**src/rtl/comp_serial_pkg.sv**
```systemverilog
// comp_serial_pkg: types and helpers shared by the serial magnitude comparator.
//   state_t   : controller states (IDLE / RUN)
//   idx_width : bit width of the pair index for N bit-pairs (minimum 1)
package comp_serial_pkg;

  typedef enum logic {
    IDLE = 1'b0,
    RUN  = 1'b1
  } state_t;

  function automatic int unsigned idx_width(input int unsigned n);
    return (n <= 1) ? 1 : $clog2(n);
  endfunction

endpackage

```
**src/rtl/comp_serial_comp_2.sv**
```systemverilog
// comp_2: 2-bit magnitude-compare cascade slice.
//   A, B : operand bit-pair for this slice
//   EQ1  : more-significant pairs all equal so far
//   GT1  : A already decided greater by more-significant pairs
//   EQ0  : equality carried out to the next (less significant) slice
//   GT0  : greater-than carried out to the next slice
// Once a more-significant pair has decided the result, EQ1=0 masks this pair,
// so the decision is held through the rest of the cascade.
module comp_2 (
  input  logic [1:0] A,
  input  logic [1:0] B,
  input  logic       EQ1,
  input  logic       GT1,
  output logic       EQ0,
  output logic       GT0
);

  assign EQ0 = EQ1 & (A == B);
  assign GT0 = GT1 | (EQ1 & (A > B));

endmodule

```
**src/rtl/comp_serial.sv**
```systemverilog
// comp_serial: multi-cycle WIDTH-bit magnitude comparator built around a
// single shared comp_2 slice, fed one bit-pair per cycle, MSB pair first.
//   clock : system clock, rising edge
//   reset : asynchronous, active-high reset
//   start : compare request, sampled only while busy=0
//   A, B  : operands, captured on an accepted start
//   busy  : compare in progress
//   done  : one-cycle pulse when EQ/GT/LT update
//   EQ/GT/LT : result of the last completed compare, held until the next done
// Latency is fixed at WIDTH/2 cycles from the accepting edge.
module comp_serial
  import comp_serial_pkg::*;
#(
  parameter int unsigned WIDTH  = 32,
  parameter bit          SIGNED = 1'b0
) (
  input  logic             clock,
  input  logic             reset,
  input  logic             start,
  input  logic [WIDTH-1:0] A,
  input  logic [WIDTH-1:0] B,
  output logic             busy,
  output logic             done,
  output logic             EQ,
  output logic             GT,
  output logic             LT
);

  localparam int unsigned N    = WIDTH / 2;
  localparam int unsigned IDXW = idx_width(N);

  // Inverting the sign bit maps two's-complement order onto unsigned order,
  // so the same unsigned cascade serves the signed compare.
  localparam logic [WIDTH-1:0] SIGN_FLIP =
    SIGNED ? {1'b1, {(WIDTH-1){1'b0}}} : '0;

  state_t           state, state_n;
  logic [WIDTH-1:0] a_q, b_q, a_n, b_n;
  logic [IDXW-1:0]  idx, idx_n;
  logic             eq_acc, gt_acc, eq_acc_n, gt_acc_n;
  logic             done_n, eq_n, gt_n, lt_n;
  logic [1:0]       a_pair, b_pair;
  logic             eq0, gt0;

  assign a_pair = a_q[{idx, 1'b0} +: 2];
  assign b_pair = b_q[{idx, 1'b0} +: 2];

  comp_2 u_comp_2 (
    .A   (a_pair),
    .B   (b_pair),
    .EQ1 (eq_acc),
    .GT1 (gt_acc),
    .EQ0 (eq0),
    .GT0 (gt0)
  );

  assign busy = (state == RUN);

  always_comb begin
    state_n  = state;
    a_n      = a_q;
    b_n      = b_q;
    idx_n    = idx;
    eq_acc_n = eq_acc;
    gt_acc_n = gt_acc;
    done_n   = 1'b0;
    eq_n     = EQ;
    gt_n     = GT;
    lt_n     = LT;

    case (state)
      IDLE: begin
        if (start) begin
          a_n      = A ^ SIGN_FLIP;
          b_n      = B ^ SIGN_FLIP;
          eq_acc_n = 1'b1;
          gt_acc_n = 1'b0;
          idx_n    = IDXW'(N - 1);
          state_n  = RUN;
        end
      end
      RUN: begin
        eq_acc_n = eq0;
        gt_acc_n = gt0;
        if (idx == '0) begin
          eq_n    = eq0;
          gt_n    = gt0;
          lt_n    = ~eq0 & ~gt0;
          done_n  = 1'b1;
          state_n = IDLE;
        end else begin
          idx_n = idx - IDXW'(1);
        end
      end
      default: state_n = IDLE;
    endcase
  end

  always_ff @(posedge clock or posedge reset) begin
    if (reset) begin
      state  <= IDLE;
      a_q    <= '0;
      b_q    <= '0;
      idx    <= '0;
      eq_acc <= 1'b1;
      gt_acc <= 1'b0;
      done   <= 1'b0;
      EQ     <= 1'b0;
      GT     <= 1'b0;
      LT     <= 1'b0;
    end else begin
      state  <= state_n;
      a_q    <= a_n;
      b_q    <= b_n;
      idx    <= idx_n;
      eq_acc <= eq_acc_n;
      gt_acc <= gt_acc_n;
      done   <= done_n;
      EQ     <= eq_n;
      GT     <= gt_n;
      LT     <= lt_n;
    end
  end

endmodule
```
**config.mk**
```make
export PLATFORM = sky130hd
export DESIGN_NAME = comp_serial
export DESIGN_NICKNAME = d
export VERILOG_FILES = /design/src/rtl/comp_serial_pkg.sv /design/src/rtl/comp_serial_comp_2.sv /design/src/rtl/comp_serial.sv
export SDC_FILE = /design/constraint.sdc
export NUM_CORES = 1
export LEC_CHECK = 0
export CORE_ASPECT_RATIO = 1.25
export CORE_MARGIN = 2
export CORE_UTILIZATION = 50
export CTS_CLUSTER_DIAMETER = 200
export DETAILED_ROUTE_END_ITERATION = 6
export GPL_TIMING_DRIVEN = 0
export PLACE_DENSITY = 0.79
export SYNTH_ARGS = -nofsm -noshare
export SYNTH_HDL_FRONTEND = slang
export SYNTH_SLANG_ARGS = --single-unit
```
**constraint.sdc**
```tcl
create_clock -name clock -period 5.7 [get_ports clock]
set_input_delay 1.425 -clock clock [delete_from_list [all_inputs] [get_ports clock]]
set_output_delay 1.425 -clock clock [all_outputs]
set_load 0.02 [all_outputs]
```
==> results.md <==
* Status: finished clean
* Gr usage total at 20.6%
* Hold crit path type: flop to flop
* Worst EP arrival at 3060 ps
* Number of port buffers at 71
* Remaining DRCs at 0
* Worst hold path depth at 2
* Worst slew margin at 71.0%
* FF-to-FF setup slack at 3190 ps
* Clk slew on worst S/H paths at 80 ps
* Fill count at 493
* Min-delay src: GT
* Fin cells at 400
* Final net count at 379
* Vias per cell at 5.37
* Area of the multi-input gates at 1420 um2
* Clock skew at 8.06 ps
* Die ar. at 7520 um2
* Max frequency at 0.354 GHz
* Fin crit share at 49.6%
* Dpl ws at 2500 ps
* CTS tree: done
* Htree depth at 3
* Post-DP HPWL at 5060 um
* Avg WL per Cell at 17.2 um
* Worst reg2reg path depth at 9
* Placed Cells at 384
* Placer Congestion at 0.815
* Post-CTS Hold Buffers at 0
* Final hold vios at 0
* Final setup vio count at 0
* Layout cells sized above 1 at 35.5%
* Reg2reg start: idx[1]
* Post-route ant nets at 0
* CP max FO at 10
* # Max-Cap Violations at 0
* Peak supply drop at 0.216 mV
* Pwr dens at 499 nW/um2
* Ports at 72
* Clk root buf: clkbuf_8
* Core Region at 6610 um2
* Worst Setup Slack, final at 2870 ps
* Syn Inst Count at 225
* RR Endpoint: LT
* DR iter-0 viols at 119
* Row Count at 33
* CP required at 5930 ps
* Largest net degree at the start of global routing at 66
* Die Span Y at 96.5 um
* Register area share after synthesis at 54.9%
* P&R area growth vs syn at 30.4%
* Setup bufs post-CTS at 0
* Register area at 1880 um2
* Synth Net Count at 296
* Antenna violations before repair at 0
* Setup TNS at 0 ps
* Fin. max-slew vios at 0
* Lkg Pwr at 1.91 nW
* Clock Latency Late Sink at 350 ps
* Startpoint Class: primary input
* Worst-margin pin slew at 435 ps
* Yosys Warn Count at 0
* GR Overflow Total at 0
* Hold endpoint: GT
* Vias in the first global route at 2307
* TritonCTS buffer count at 9
* Min Tclk post-route at 2830 ps
* DRT Wirelength at 6880 um
* Unrepaired setup endpoints after global routing: false
* Starting Density at 51.8%
* Post_cts resized at 0
* WS Path Type: primary input to flop
* Mapped Area at 3420 um2
* Ant diodes at 0
* Worst Setup End Kind: flop
* Routed via count at 2148
* Clock Sinks at 75
* Global-route wire length before repair at 11500 um
* Die Span X at 78.0 um
* Max Root-Sink Buffers at 2
* Yosys reg bits at 75
* TritonRoute pass-1 iters at 4
* Avg Inst Size Synth at 15.2 um2
* Yosys cell types at 33
==> placed cells by master (no fill, tap or decap), types with 2 or more instances in the layout <==
| cell type | count |
|---|---|
| o21ai_0 | 2 |
| a31oi_1 | 2 |
| nand2_1 | 6 |
| a211oi_1 | 4 |
| clkdlybuf4s50_1 | 71 |
| mux2i_1 | 4 |
| buf_2 | 5 |
| buf_6 | 3 |
| inv_1 | 4 |
| o221ai_1 | 2 |
| a21oi_1 | 6 |
| clkinvlp_4 | 2 |
| mux4_2 | 12 |
| ha_1 | 4 |
| nor2_1 | 6 |
| buf_4 | 4 |
| clkinv_4 | 2 |
| clkbuf_1 | 2 |
| mux2_2 | 64 |
| dfrtp_1 | 74 |
| clkbuf_8 | 11 |
| nor2b_1 | 2 |
| mux4_1 | 4 |
==> kinds of logic (layout without fill, tap and decap cells) <==
group,after synthesis,count (layout),synth area share [%]
AO/OA/AOI/OAI,19,19,3.66
adder cells (fa/ha/maj),4,4,1.46
buffers and inverters,21,109,3.62
flip-flops,75,75,54.9
multiplexers,84,84,33.2
AND/OR/NAND/NOR,22,22,3.15
==> worst max-delay path, stage by stage <==
cell and delay [ps]:
clkdlybuf4s50_1 530, inv_1 70, nor2_1 130, buf_2 290, buf_4 260, mux2_2 350
==> cell usage after synthesis <==
| cell | number | share of area (%) |
|---|---|---|
| a211oi_1 | 4 | 0.88 |
| a21o_1 | 1 | 0.22 |
| a21oi_1 | 6 | 0.88 |
| a22o_1 | 1 | 0.26 |
| a31oi_1 | 2 | 0.37 |
| a41oi_1 | 1 | 0.26 |
| and2_1 | 1 | 0.18 |
| and2b_1 | 1 | 0.22 |
| buf_2 | 5 | 0.73 |
| buf_4 | 4 | 0.88 |
| buf_6 | 3 | 0.99 |
| clkbuf_1 | 2 | 0.22 |
| clkbuf_2 | 1 | 0.15 |
| dfrtp_1 | 74 | 54 |
| dfstp_2 | 1 | 0.77 |
| ha_1 | 4 | 1.5 |
| inv_1 | 5 | 0.55 |
| inv_2 | 1 | 0.11 |
| mux2_2 | 64 | 21 |
| mux2i_1 | 4 | 1.2 |
| mux4_1 | 4 | 3.1 |
| mux4_2 | 12 | 7.9 |
| nand2_1 | 6 | 0.66 |
| nand2b_1 | 1 | 0.18 |
| nand3_1 | 1 | 0.15 |
| nor2_1 | 6 | 0.66 |
| nor2_2 | 1 | 0.18 |
| nor2b_1 | 2 | 0.37 |
| nor3_1 | 1 | 0.15 |
| nor3b_1 | 1 | 0.22 |
| o21ai_0 | 2 | 0.29 |
| o221ai_1 | 2 | 0.51 |
| or2_2 | 1 | 0.18 |
==> worst max path at each step <==
stage | slack (ps) | to | start | cells after the start
2_1_floorplan | 2370 | EQ | reset | 1
3_3_place_gp | 1190 | a_q[7] | reset | 2
3_5_place_dp | 2500 | a_q[17] | start | 6
4_1_cts | 2860 | b_q[6] | start | 6
5_1_grt | 2750 | b_q[15] | start | 6
6_report | 2870 | b_q[6] | start | 6
==> power by group <==
part	internal [mW]	leakage [nW]	total [mW]	switching (mW)
combinational	0.562	0.905	0.945	0.383
sequential	0.785	0.912	0.902	0.118
clock	0.182	0.0915	0.380	0.198
total	1.53	1.91	2.23	0.698
==> state kept, by name (all words and copies together) (netlist names) <==
name	cells
GT	1
EQ	1
LT	1
busy	1
b_q	32
gt_acc	1
done	1
idx	4
a_q	32
eq_acc	1
==> per-stage QoR <==
step	total power [mW]	cell area (um2)	hold slack [ps]	utilization, %
global route	2.39	4460	515	67.5
CTS	2.25	4460	487	67.5
floorplan	1.60	3420	472	-
detailed placement	1.87	4270	469	64.6
global placement	1.82	4240	462	64.2
finish	2.23	4460	477	67.5
==> routing by layer <==
metal / vias to the layer above / GRT usage [%] / share of wire [%]
li1: 1002 / - / -
met1: 1079 / 25.8 / 42
met2: 53 / 35.3 / 52
met3: 14 / 2.88 / 3.3
met4: 0 / 11.1 / 2.9
met5: - / 0 / 0
==> final cells by class <==
type | instances | share of cell area, %
Buffer | 15 | 2.27
Clock inverter | 5 | 0.842
Timing Repair Buffer | 72 | 16.6
Inverter | 6 | 0.561
Tap cell | 87 | 2.44
Clock buffer | 11 | 3.40
Multi-Input combinational cell | 129 | 31.8
Sequential cell | 75 | 42.1
No activity file was read; power rests on OpenSTA's default activity.
